$ cat src/rtl/reg_wb_port_if.sv
// Bundle of the writeback-port signals: pipeline writeback, multi-cycle result
// handshake, register-file write outputs and the hazard query lines.
interface reg_wb_port_if #(
  parameter int DEPTH = 2
);
  localparam int CW = $clog2(DEPTH) + 1;

  logic          wb_we;
  logic [4:0]    wb_wa;
  logic [31:0]   wb_wd;

  logic          mdu_issue;
  logic [4:0]    mdu_issue_wa;

  // Result handshake: a transfer happens on a rising edge where mdu_valid and
  // mdu_ready are both high. mdu_ready never depends on mdu_valid.
  logic          mdu_valid;
  logic [4:0]    mdu_wa;
  logic [31:0]   mdu_wd;
  logic          mdu_ready;

  logic          rf_we;
  logic [4:0]    rf_wa;
  logic [31:0]   rf_wd;

  logic [4:0]    q_ra1;
  logic [4:0]    q_ra2;
  logic          q_busy1;
  logic          q_busy2;
  logic [CW-1:0] q_count;

  modport master (
    output wb_we, wb_wa, wb_wd,
    output mdu_issue, mdu_issue_wa,
    output mdu_valid, mdu_wa, mdu_wd,
    input  mdu_ready,
    input  rf_we, rf_wa, rf_wd,
    output q_ra1, q_ra2,
    input  q_busy1, q_busy2, q_count
  );

  modport slave (
    input  wb_we, wb_wa, wb_wd,
    input  mdu_issue, mdu_issue_wa,
    input  mdu_valid, mdu_wa, mdu_wd,
    output mdu_ready,
    output rf_we, rf_wa, rf_wd,
    input  q_ra1, q_ra2,
    output q_busy1, q_busy2, q_count
  );
endinterface

$ cat src/rtl/reg_wb_port.sv
// Single register-file write port shared by the pipeline writeback and a queue
// of multi-cycle-unit results; also tracks registers with outstanding writes.
module reg_wb_port #(
  parameter int DEPTH = 2
) (
  input  logic          clk,
  input  logic          rst,
  reg_wb_port_if.slave  bus
);
  localparam int PW = $clog2(DEPTH);
  localparam int CW = PW + 1;

  logic [4:0]    wa_mem [DEPTH];
  logic [31:0]   wd_mem [DEPTH];
  logic [PW-1:0] wr_ptr;
  logic [PW-1:0] rd_ptr;
  logic [CW-1:0] count;
  logic [31:0]   pending;
  logic [31:0]   pending_nxt;

  logic          rf_we_q;
  logic [4:0]    rf_wa_q;
  logic [31:0]   rf_wd_q;

  logic          ready;
  logic          xfer;
  logic          push;
  logic          pipe_wr;
  logic          pop;
  logic [4:0]    head_wa;
  logic [31:0]   head_wd;

  assign ready   = !rst && (count < CW'(DEPTH));
  assign xfer    = bus.mdu_valid && ready;
  // Results for r0 are accepted so the unit is never stalled, then dropped.
  assign push    = xfer && (bus.mdu_wa != 5'd0);
  assign pipe_wr = bus.wb_we && (bus.wb_wa != 5'd0);
  assign pop     = !pipe_wr && (count != '0);
  assign head_wa = wa_mem[rd_ptr];
  assign head_wd = wd_mem[rd_ptr];

  // Set beats clear so a re-issue to the register being drained stays tracked.
  always_comb begin
    pending_nxt = pending;
    if (pop) pending_nxt[head_wa] = 1'b0;
    if (bus.mdu_issue && (bus.mdu_issue_wa != 5'd0)) pending_nxt[bus.mdu_issue_wa] = 1'b1;
  end

  always_ff @(posedge clk) begin
    if (push) begin
      wa_mem[wr_ptr] <= bus.mdu_wa;
      wd_mem[wr_ptr] <= bus.mdu_wd;
    end
  end

  always_ff @(posedge clk) begin
    if (rst) begin
      wr_ptr  <= '0;
      rd_ptr  <= '0;
      count   <= '0;
      pending <= '0;
    end else begin
      if (push) wr_ptr <= wr_ptr + 1'b1;
      if (pop)  rd_ptr <= rd_ptr + 1'b1;
      count   <= count + CW'(push) - CW'(pop);
      pending <= pending_nxt;
    end
  end

  always_ff @(posedge clk) begin
    if (rst) begin
      rf_we_q <= 1'b0;
      rf_wa_q <= '0;
      rf_wd_q <= '0;
    end else if (pipe_wr) begin
      rf_we_q <= 1'b1;
      rf_wa_q <= bus.wb_wa;
      rf_wd_q <= bus.wb_wd;
    end else if (pop) begin
      rf_we_q <= 1'b1;
      rf_wa_q <= head_wa;
      rf_wd_q <= head_wd;
    end else begin
      rf_we_q <= 1'b0;
    end
  end

  // A write sitting on rf_* has left the queue but is not yet in the file.
  assign bus.q_busy1 = (bus.q_ra1 != 5'd0) &&
                       (pending[bus.q_ra1] || (rf_we_q && (rf_wa_q == bus.q_ra1)));
  assign bus.q_busy2 = (bus.q_ra2 != 5'd0) &&
                       (pending[bus.q_ra2] || (rf_we_q && (rf_wa_q == bus.q_ra2)));

  assign bus.mdu_ready = ready;
  assign bus.q_count   = count;
  assign bus.rf_we     = rf_we_q;
  assign bus.rf_wa     = rf_wa_q;
  assign bus.rf_wd     = rf_wd_q;
endmodule

$ cat src/flat_wrapper.sv
// flat-port wrapper written by rule: the top's interface ports become plain ports
module reg_wb_port_flat 
#(
  parameter int DEPTH = 2
)
  (clk, rst, bus_wb_we, bus_wb_wa, bus_wb_wd, bus_mdu_issue, bus_mdu_issue_wa, bus_mdu_valid, bus_mdu_wa, bus_mdu_wd, bus_mdu_ready, bus_rf_we, bus_rf_wa, bus_rf_wd, bus_q_ra1, bus_q_ra2, bus_q_busy1, bus_q_busy2, bus_q_count);
  reg_wb_port_if #(.DEPTH(DEPTH)) bus_i ();
  input  logic clk;
  input  logic rst;
  input wire logic [$bits(bus_i.wb_we)-1:0] bus_wb_we;
  input wire logic [$bits(bus_i.wb_wa)-1:0] bus_wb_wa;
  input wire logic [$bits(bus_i.wb_wd)-1:0] bus_wb_wd;
  input wire logic [$bits(bus_i.mdu_issue)-1:0] bus_mdu_issue;
  input wire logic [$bits(bus_i.mdu_issue_wa)-1:0] bus_mdu_issue_wa;
  input wire logic [$bits(bus_i.mdu_valid)-1:0] bus_mdu_valid;
  input wire logic [$bits(bus_i.mdu_wa)-1:0] bus_mdu_wa;
  input wire logic [$bits(bus_i.mdu_wd)-1:0] bus_mdu_wd;
  output wire logic [$bits(bus_i.mdu_ready)-1:0] bus_mdu_ready;
  output wire logic [$bits(bus_i.rf_we)-1:0] bus_rf_we;
  output wire logic [$bits(bus_i.rf_wa)-1:0] bus_rf_wa;
  output wire logic [$bits(bus_i.rf_wd)-1:0] bus_rf_wd;
  input wire logic [$bits(bus_i.q_ra1)-1:0] bus_q_ra1;
  input wire logic [$bits(bus_i.q_ra2)-1:0] bus_q_ra2;
  output wire logic [$bits(bus_i.q_busy1)-1:0] bus_q_busy1;
  output wire logic [$bits(bus_i.q_busy2)-1:0] bus_q_busy2;
  output wire logic [$bits(bus_i.q_count)-1:0] bus_q_count;
  assign bus_i.wb_we = bus_wb_we;
  assign bus_i.wb_wa = bus_wb_wa;
  assign bus_i.wb_wd = bus_wb_wd;
  assign bus_i.mdu_issue = bus_mdu_issue;
  assign bus_i.mdu_issue_wa = bus_mdu_issue_wa;
  assign bus_i.mdu_valid = bus_mdu_valid;
  assign bus_i.mdu_wa = bus_mdu_wa;
  assign bus_i.mdu_wd = bus_mdu_wd;
  assign bus_mdu_ready = bus_i.mdu_ready;
  assign bus_rf_we = bus_i.rf_we;
  assign bus_rf_wa = bus_i.rf_wa;
  assign bus_rf_wd = bus_i.rf_wd;
  assign bus_i.q_ra1 = bus_q_ra1;
  assign bus_i.q_ra2 = bus_q_ra2;
  assign bus_q_busy1 = bus_i.q_busy1;
  assign bus_q_busy2 = bus_i.q_busy2;
  assign bus_q_count = bus_i.q_count;
  reg_wb_port #(.DEPTH(DEPTH)) u_core (.clk(clk), .rst(rst), .bus(bus_i));
endmodule
$ cat config.mk
export PLATFORM = sky130hd
export DESIGN_NAME = reg_wb_port_flat
export DESIGN_NICKNAME = d
export VERILOG_FILES = /design/src/rtl/reg_wb_port_if.sv /design/src/rtl/reg_wb_port.sv /design/src/flat_wrapper.sv
export SDC_FILE = /design/constraint.sdc
export NUM_CORES = 1
export LEC_CHECK = 0
export BUFFER_PORTS_ARGS = -buffer_cell sky130_fd_sc_hd__buf_2
export CORE_MARGIN = 1.5
export CORE_UTILIZATION = 59
export DETAILED_ROUTE_END_ITERATION = 8
export PLACE_DENSITY = 0.92
export SYNTH_ARGS = -nofsm -noshare
export SYNTH_HDL_FRONTEND = slang
export SYNTH_SLANG_ARGS = --single-unit
$ cat constraint.sdc
create_clock -name clk -period 4 [get_ports clk]
set_clock_uncertainty 0.1 [all_clocks]
set_input_delay 0.6 -clock clk [delete_from_list [all_inputs] [get_ports clk]]
set_output_delay 0.6 -clock clk [all_outputs]
set_load 0.02 [all_outputs]
==> results.txt, run 1 <==
Ys Warns: 0
Initial Util: 61.46%
All-Layer GR Usage: 28.39%
I/O pins: 137
ANT cells: 0
synthesized area per cell: 11.01 um2
Crit Path Max Fanout: 12
post-CTS resize count: 0
Power Total: 3.592 mW
PwrDens: 463.5 nW/um2
root buf cell: clkbuf_8
Worst-path clk slew: 0.07 ns
first-pass GRT wire length: 25.11 mm
worst path required time: 3.30 ns
Remaining DRCs: 0
Hold Path Class: input pin to flop
Post-Syn Nets: 679
CTS Buf Count: 17
Post-Syn Instances: 584
post-DR vias/cell: 6.151
commonest non-fill, non-tap cell in the layout: buf_2
Hold Fails Final Rpt: 0
EDFF count, synth: 74
DP Wirelength: 10.48 mm
Relative slew margins: 27.05%
kind of critical path: input pin to output pin
die width: 107.4 um
final worst path period need: 2.807 ns
final wirelength: 16.02 mm
core footprint: 10,460 um2
gr ovfl total: 0
drt pass-1 iters: 6
cells taking the most area after synthesis: edfxtp_1, dfxtp_1, nand2_1
leading area contributor after synthesis: edfxtp_1
CTS tree: yes
status: finished, final reports clean
CTS sink count: 149
CP arrival: 2.11 ns
gpl congestion: 0.8907
ratio of cells with drive above 1 in the final layout: 27.58%
leakage: 2.858 nW
final worst-path cycle share: 70.16%
Setup TNS Final: 0 ns
hold buffers post-CTS: 0
H-tree Lvls: 4
row count: 37
WL/cell: 18.76 um
via count: 5,253
Placed Cells: 822
worst-case clock buffer depth: 2
Max Clk Rate: 0.3563 GHz
Antenna Nets Post-Route: 0
max-slew violation count: 0
post-synthesis async set-or-reset flop share: 0%
Max VDD drop: 0.3602 mV
die height: 107.4 um
full die area: 11,530 um2
Post-synth top flop: dfxtp_1
Post-layout nets: 800
Startpoint Class: input pin
vias in the first global route: 5,239
post-synthesis cell type count: 37
initial antenna violation count: 0
worst slew pin tran: 1.092 ns
pin count of the biggest net entering global routing: 76
final setup fails: 0
post-route non-filler standard cell count: 854
clk_lat worst skew: 0.52 ns
Buffers on Ports: 136
commonest non-fill, non-tap cells in the layout: buf_2, nand2_1, dfxtp_1, edfxtp_1, a21oi_1
Worst Setup End Kind: output pin
number of setup buffers added after CTS: 0
Post-Syn Area: 6430 um2
Synth top area share: 34.56%
register area share after synthesis: 57.91%
Layout area overhead: 20.53%
RSZ-0062 raised after global routing: no
initial drt markers: 441
Max Cap Viol: 0
register bit total from synthesis: 149
## per-stage QoR
stage	cell area, um2	setup WS [ns]	utilization (%)	hold slack (ns)
2_1_floorplan	6430	0.6946	-	0.3604
3_3_place_gp	7176	0.9863	68.58	0.3688
3_5_place_dp	7176	0.9094	68.58	0.3857
4_1_cts	7750	1.174	74.07	0.1490
5_1_grt	7750	1.048	74.07	0.1500
6_report	7750	1.193	74.07	0.1655
## layout make-up
class	count	area, um2
repair buffers	141	718.2
inverters	4	15.01
well taps	136	170.2
clock inverters	15	160.2
fillers	697	2713
flip-flops and latches	149	3725
clock buffers	17	414.1
multi-input cells	392	2547
## power by group
part,internal [mW],leakage [nW],switching (mW)
logic,0.135,1.29,0.234
clock network,0.807,0.280,0.713
registers,1.67,1.29,0.0350
total,2.61,2.86,0.982
## critical path, cell delays in order
cell and delay (ns):
buf_2 0.31, mux4_2 0.55, nor2_1 0.10, nor3_1 0.06
o22ai_1 0.17, o311ai_0 0.13, buf_2 0.18
## registers in the layout, summed over array words and instances (netlist names), named ones only
| signal | flops |
|---|---|
| u_core.bus.q_count | 2 |
| u_core.bus.rf_wa | 5 |
| u_core.bus.rf_wd | 32 |
| u_core.bus.rf_we | 1 |
| u_core.pending | 32 |
| u_core.rd_ptr | 1 |
| u_core.wa_mem | 10 |
| u_core.wd_mem | 64 |
| u_core.wr_ptr | 1 |
## final timing paths
check | endpoint | cells past startpoint | start | slack, ns
max reg2reg | u_core.wd_mem[1][29] | 3 | u_core.bus.q_count[1] | 1.65
min reg2reg | u_core.pending[16] | 2 | u_core.pending[16] | 0.40
max | bus_q_busy2 | 7 | bus_q_ra2[0] | 1.19
min | u_core.wd_mem[1][13] | 1 | bus_mdu_wd[13] | 0.17
## synthesized netlist by cell type, types with 4 or more instances
cell / instances
or4_1: 4
o211ai_1: 38
o21ai_0: 24
dfxtp_1: 75
xor2_1: 9
buf_2: 7
buf_1: 5
a21oi_1: 72
nor2b_1: 4
nor2_1: 17
edfxtp_1: 74
nand2_1: 115
mux2i_1: 43
clkbuf_1: 25
o21ai_1: 11
inv_1: 4
nand3_1: 8
mux4_2: 16
## cell families after synthesis
kind of cell    count (synthesis)  share of synthesized area, %
compound gates                150                         13.41
xor+xnor                       12                         1.635
fa+ha+maj                       1                        0.1946
buf+inv                        43                         2.880
flops                         149                         57.91
mux                            62                         12.82
simple gates                  167                         11.15
## layer usage
metal	share of wire, %	vias to the layer above	global-route usage [%]
met5	0	-	0
met1	38	2522	35.38
met4	2.8	0	13.25
li1	-	2392	-
met2	51	296	47.77
met3	8.2	43	5.630
Note: power is estimated with default switching activity, not from simulation.
==> inputs of run 2 (changes only) <==
--- a/config.mk
+++ b/config.mk
@@ -7,9 +7,9 @@
 export LEC_CHECK = 0
 export BUFFER_PORTS_ARGS = -buffer_cell sky130_fd_sc_hd__buf_2
 export CORE_MARGIN = 1.5
-export CORE_UTILIZATION = 59
+export CORE_UTILIZATION = 54
 export DETAILED_ROUTE_END_ITERATION = 8
-export PLACE_DENSITY = 0.92
+export PLACE_DENSITY = 0.86
 export SYNTH_ARGS = -nofsm -noshare
 export SYNTH_HDL_FRONTEND = slang
 export SYNTH_SLANG_ARGS = --single-unit
==> constraint.sdc (replaced) <==
create_clock -name clk -period 2.8 [get_ports clk]
set_clock_uncertainty 0.1 [all_clocks]
set_input_delay 0.42 -clock clk [delete_from_list [all_inputs] [get_ports clk]]
set_output_delay 0.42 -clock clk [all_outputs]
set_load 0.02 [all_outputs]
==> results.txt, run 2 (same netlist as run 1, synthesis figures left out) <==
clk_lat worst skew: 0.43 ns (-0.09 ns)
drt pass-1 iters: 7 (+1)
via count: 5,082 (-3.3%)
All-Layer GR Usage: 25.06% (-3.3 points)
number of setup buffers added after CTS: 0 (unchanged)
Worst Setup End Kind: output pin
kind of critical path: flop to output pin
CTS Buf Count: 17 (unchanged)
worst-path cell chain: mux4_2, mux2i_1, mux4_2, a21oi_1, buf_2
Slowest cell on crit path: mux4_2
Int Power: 3.808 mW (+46%)
max-slew violation count: 0 (unchanged)
Sw Ratio: 24.76% (-2.6 points)
Crit Path Max Fanout: 3 (-9)
vias in the first global route: 5,052 (-3.6%)
post-CTS resize count: 0 (unchanged)
Startpoint Class: flop
final setup fails: 0 (unchanged)
full die area: 12,570 um2 (+9.0%)
Antenna Nets Post-Route: 0 (unchanged)
Hold Path Class: input pin to flop
Sw Pwr: 1.253 mW (+28%)
commonest non-fill, non-tap cells in the layout: buf_2, nand2_1, dfxtp_1, edfxtp_1, a21oi_1
Worst-path clk slew: 0.06 ns (about the same)
Max Clk Rate: 0.4014 GHz
Comb power frac: 10.4% (about the same)
final worst-path cycle share: 88.97%
row count: 39 (+5.4%)
worst path required time: 2.28 ns (-1.02 ns)
Finished Cell Area: 7781 um2 (+0.40%)
CP arrival: 1.97 ns (-0.14 ns)
Post-layout nets: 805 (+0.63%)
Max Cap Viol: 0 (unchanged)
hold buffers post-CTS: 0 (unchanged)
Setup TNS Final: 0 ns (unchanged)
final worst path period need: 2.491 ns
register share of total power: 48.0% (+0.6 points)
commonest non-fill, non-tap cell in the layout: buf_2
pin count of the biggest net entering global routing: 76 (unchanged)
FILL cells: 843 (+21%)
initial drt markers: 408 (-7.5%)
gr ovfl total: 0 (unchanged)
Hold Fails Final Rpt: 0 (unchanged)
clock power share: 41.6% (-0.7 points)
Relative slew margins: 27.59% (+0.54 points)
delay-heaviest family, CP: multiplexers
post-DR vias/cell: 5.862 (-4.7%)
leakage: 2.871 nW (+0.45%)
WL/cell: 17.57 um (-6.4%)
Max VDD drop: 0.6633 mV (+84%)
PwrDens: 650.3 nW/um2 (+40%)
Buf/Inv on CP: 1 (-1)
core footprint: 11,520 um2 (+10%)
I/O pins: 137 (unchanged)
Layout area overhead: 21.02%
root buf cell: clkbuf_16
worst slew pin tran: 1.084 ns (-0.008078 ns)
Remaining DRCs: 6 (+6)
die width: 112.1 um (+4.4%)
worst-case clock buffer depth: 2 (unchanged)
first-pass GRT wire length: 24.31 mm (-3.2%)
status: finished, violations left
die height: 112.1 um (+4.4%)
final wirelength: 15.23 mm (-4.9%)
initial antenna violation count: 1 (+1)
CP most frequent cell: mux4_2
Buffers on Ports: 136 (unchanged)
H-tree Lvls: 4 (unchanged)
CP peak stage delay: 0.48 ns (-0.07 ns)
largest reg by FF count: u_core.wd_mem
DP Wirelength: 10.47 mm (about the same)
failing checks: design-rule violations
ratio of cells with drive above 1 in the final layout: 27.52% (-0.052 points)
RSZ-0062 raised after global routing: no
max FFs per register: 64 (unchanged)
Placed Area: 7234 um2 (+0.82%)
Initial Util: 55.83% (-5.6 points)
Power Total: 5.060 mW (+41%)
CTS tree: yes
CTS sink count: 149 (unchanged)
gpl congestion: 0.8441 (-5.2%)
run 2: cell count changes in the layout (fill, tap and decap cells not counted), sizes merged:
cell and delta:
clkinv +3, bufinv +1, inv -8, buf +5
clkbuf +4, diode +1
run 2: power by group through the flow:
stage / clock (mW) / combinational (mW) / sequential, mW
finish: 2.10 / 0.525 / 2.43
global route: 2.21 / 0.569 / 2.44
CTS: 2.12 / 0.523 / 2.43
detailed placement: 0 / 0.518 / 2.48
global placement: 0 / 0.503 / 2.47
floorplan: 0 / 0.273 / 2.52
run 2: final timing paths:
check	from	to	slack [ns]	cells after the start
min	bus_mdu_wd[8]	u_core.wd_mem[0][8]	0.07	1
max reg2reg	flop	u_core.pending[25]	0.64	4
min reg2reg	u_core.pending[0]	u_core.pending[0]	0.39	1
max	u_core.pending[6]	bus_q_busy1	0.31	5
run 2: per-stage QoR:
stage | hold WS, ns | setup slack (ns) | cells | util [%]
6_report | 0.07485 | 0.3088 | 867 | 67.57
5_1_grt | 0.05291 | 0.2085 | 867 | 67.57
4_1_cts | 0.06305 | 0.3176 | 866 | 67.55
3_5_place_dp | 0.3832 | 0.1943 | 834 | 62.82
3_3_place_gp | 0.3676 | 0.2759 | 834 | 62.82
2_1_floorplan | 0.3604 | -0.3397 | 584 | -
run 2: area by class of cell:
class                           count  area [um2]  area share [%]
Inverter                            4       15.01          0.1930
Clock buffer                       21       440.4           5.660
Clock inverter                     11       103.9           1.335
Timing Repair Buffer              146       768.2           9.873
Multi-Input combinational cell    392        2547           32.74
Antenna cell                        1       2.502         0.03216
Sequential cell                   149        3725           47.87
Tap cell                          143       178.9           2.299
run 2: per-layer routing:
| layer | global-route usage, % | up-vias | share of wire (%) |
|---|---|---|---|
| met2 | 41.76 | 233 | 50 |
| met5 | 0 | - | 0 |
| met1 | 29.78 | 2422 | 39 |
| met3 | 9.287 | 31 | 8.6 |
| li1 | - | 2396 | - |
| met4 | 9.620 | 0 | 2.0 |
==> inputs of run 3 (changes only) <==
--- a/config.mk
+++ b/config.mk
@@ -7,9 +7,9 @@
 export LEC_CHECK = 0
 export BUFFER_PORTS_ARGS = -buffer_cell sky130_fd_sc_hd__buf_2
 export CORE_MARGIN = 1.5
-export CORE_UTILIZATION = 54
+export CORE_UTILIZATION = 59
 export DETAILED_ROUTE_END_ITERATION = 8
-export PLACE_DENSITY = 0.86
+export PLACE_DENSITY = 0.92
 export SYNTH_ARGS = -nofsm -noshare
 export SYNTH_HDL_FRONTEND = slang
 export SYNTH_SLANG_ARGS = --single-unit
==> constraint.sdc (replaced) <==
create_clock -name clk -period 3.04 [get_ports clk]
set_clock_uncertainty 0.1 [all_clocks]
set_input_delay 0.456 -clock clk [delete_from_list [all_inputs] [get_ports clk]]
set_output_delay 0.456 -clock clk [all_outputs]
set_load 0.02 [all_outputs]
==> results.txt, run 3 (same netlist as run 1, synthesis figures left out) <==
Power Total: 4.594 mW (-9.2%)
root buf cell: clkbuf_8
number of setup buffers added after CTS: 0 (unchanged)
Final Hold Slack: 0.004478 ns (-0.07038 ns)
Remaining DRCs: 0 (-6)
WL/cell: 18.49 um (+5.3%)
commonest non-fill, non-tap cell in the layout: buf_2
post-route non-filler standard cell count: 872 (+0.58%)
H-tree Lvls: 4 (unchanged)
FILL cells: 707 (-16%)
clk_lat worst skew: 0.54 ns (+0.11 ns)
RSZ-0062 raised after global routing: no
Max Cap Viol: 0 (unchanged)
initial antenna violation count: 0 (-1)
full die area: 11,530 um2 (-8.3%)
Initial Util: 61.46% (+5.6 points)
post-CTS resize count: 0 (unchanged)
final setup fails: 0 (unchanged)
Placed Cells: 824 (-1.2%)
CP peak stage delay: 0.47 ns (about the same)
post-DR vias/cell: 6.053 (+3.3%)
All-Layer GR Usage: 29.06% (+4.0 points)
Worst-path clk slew: 0.06 ns (about the same)
Placed Area: 7191 um2 (-0.61%)
Buffers on Ports: 136 (unchanged)
worst slew pin tran: 1.126 ns (+0.04214 ns)
kind of critical path: flop to output pin
vias in the first global route: 5,279 (+4.5%)
Crit Path Max Fanout: 3 (unchanged)
CTS Buf Count: 17 (unchanged)
core footprint: 10,460 um2 (-9.1%)
Hold Fails Final Rpt: 0 (unchanged)
worst path required time: 2.48 ns (+0.20 ns)
ANT cells: 0 (-1)
register area: 3725 um2 (unchanged)
worst-case clock buffer depth: 2 (unchanged)
gpl congestion: 0.8720 (+3.3%)
max FFs per register: 64 (unchanged)
I/O pins: 137 (unchanged)
Slowest cell on crit path: mux4_2
die width: 107.4 um (-4.2%)
via count: 5,278 (+3.9%)
Max Clk Rate: 0.3803 GHz
row count: 37 (-5.1%)
Setup TNS Final: 0 ns (unchanged)
PwrDens: 583.8 nW/um2 (-10%)
die height: 107.4 um (-4.2%)
Antenna Nets Post-Route: 0 (unchanged)
Max VDD drop: 0.4297 mV (-35%)
worst-path cell chain: mux4_2, mux2i_1, mux4_2, a21oi_1, buf_2
gr ovfl total: 0 (unchanged)
CTS sink count: 149 (unchanged)
final wirelength: 16.13 mm (+5.9%)
final worst-path cycle share: 86.49%
Startpoint Class: flop
CP arrival: 2.07 ns (+0.10 ns)
largest reg by FF count: u_core.wd_mem
initial drt markers: 436 (+6.9%)
max-slew violation count: 0 (unchanged)
Post-layout nets: 818 (+1.6%)
commonest non-fill, non-tap cells in the layout: buf_2, nand2_1, dfxtp_1, edfxtp_1, a21oi_1
leakage: 2.901 nW (+1.0%)
first-pass GRT wire length: 25.27 mm (+4.0%)
Hold Path Class: input pin to flop
final worst path period need: 2.629 ns
DP Wirelength: 10.58 mm (+1.1%)
CP most frequent cell: mux4_2
pin count of the biggest net entering global routing: 76 (unchanged)
area of the multi-input gates: 2547 um2 (unchanged)
status: finished, final reports clean
Relative slew margins: 24.77% (-2.8 points)
Worst Setup End Kind: output pin
drt pass-1 iters: 6 (-1)
Finished Cell Area: 7870 um2 (+1.1%)
ratio of cells with drive above 1 in the final layout: 27.04% (-0.49 points)
CTS tree: yes
Layout area overhead: 22.40%
==> run 3: area by class of cell <==
cell class                      instances  area share, %
Tap cell                              136          2.162
Multi-Input combinational cell        392          32.37
Sequential cell                       149          47.33
Inverter                                4         0.1908
Clock inverter                         15          1.335
Clock buffer                           17          5.262
Timing Repair Buffer                  159          11.35
==> run 3: path summary, 6_finish.rpt <==
check                             start                    to  slack [ns]  cells after the start
setup reg to reg  u_core.bus.q_count[1]  u_core.wd_mem[0][31]        0.70                      3
setup / recovery      u_core.pending[2]           bus_q_busy1        0.41                      5
hold reg to reg       u_core.pending[1]     u_core.pending[1]        0.40                      2
hold / removal           bus_mdu_wd[25]  u_core.wd_mem[0][25]       0.004                      1
==> run 3: through the flow <==
step	utilization [%]	setup slack, ns
final	75.22	0.4106
after global routing	75.22	0.3589
after CTS	75.22	0.3942
after detailed placement	68.73	0.4245
after global placement	68.73	0.4786
after floorplan	-	-0.1214
==> run 3: worst max-delay path, delay by kind of cell, from the launching register on <==
family	cells	cell delay [ns]
muxes	3	0.80
DFF	1	0.38
buffers and inverters	1	0.18
AOI/OAI and AO/OA	1	0.17
==> run 3: repair_timing <==
item | in CTS | in global routing
endpoints found under the setup margin | 0 | 0
endpoints found under the hold margin | 30 | 0
hold buffers | 16 | 0
==> run 3: layer usage <==
metal | vias up | routed length [um] | global-route usage [%] | share of wire, %
met5 | - | 0 | 0 | 0
met4 | 0 | 407 | 14.85 | 2.5
met3 | 38 | 1336 | 6.659 | 8.3
met2 | 288 | 8221 | 49.50 | 51
met1 | 2528 | 6161 | 34.48 | 38
li1 | 2424 | - | - | -
==> run 3: report_power, final <==
group	switching [mW]	internal (mW)	leakage, nW
clock network	0.848	1.00	0.246
logic	0.309	0.193	1.36
registers	0.0460	2.20	1.29
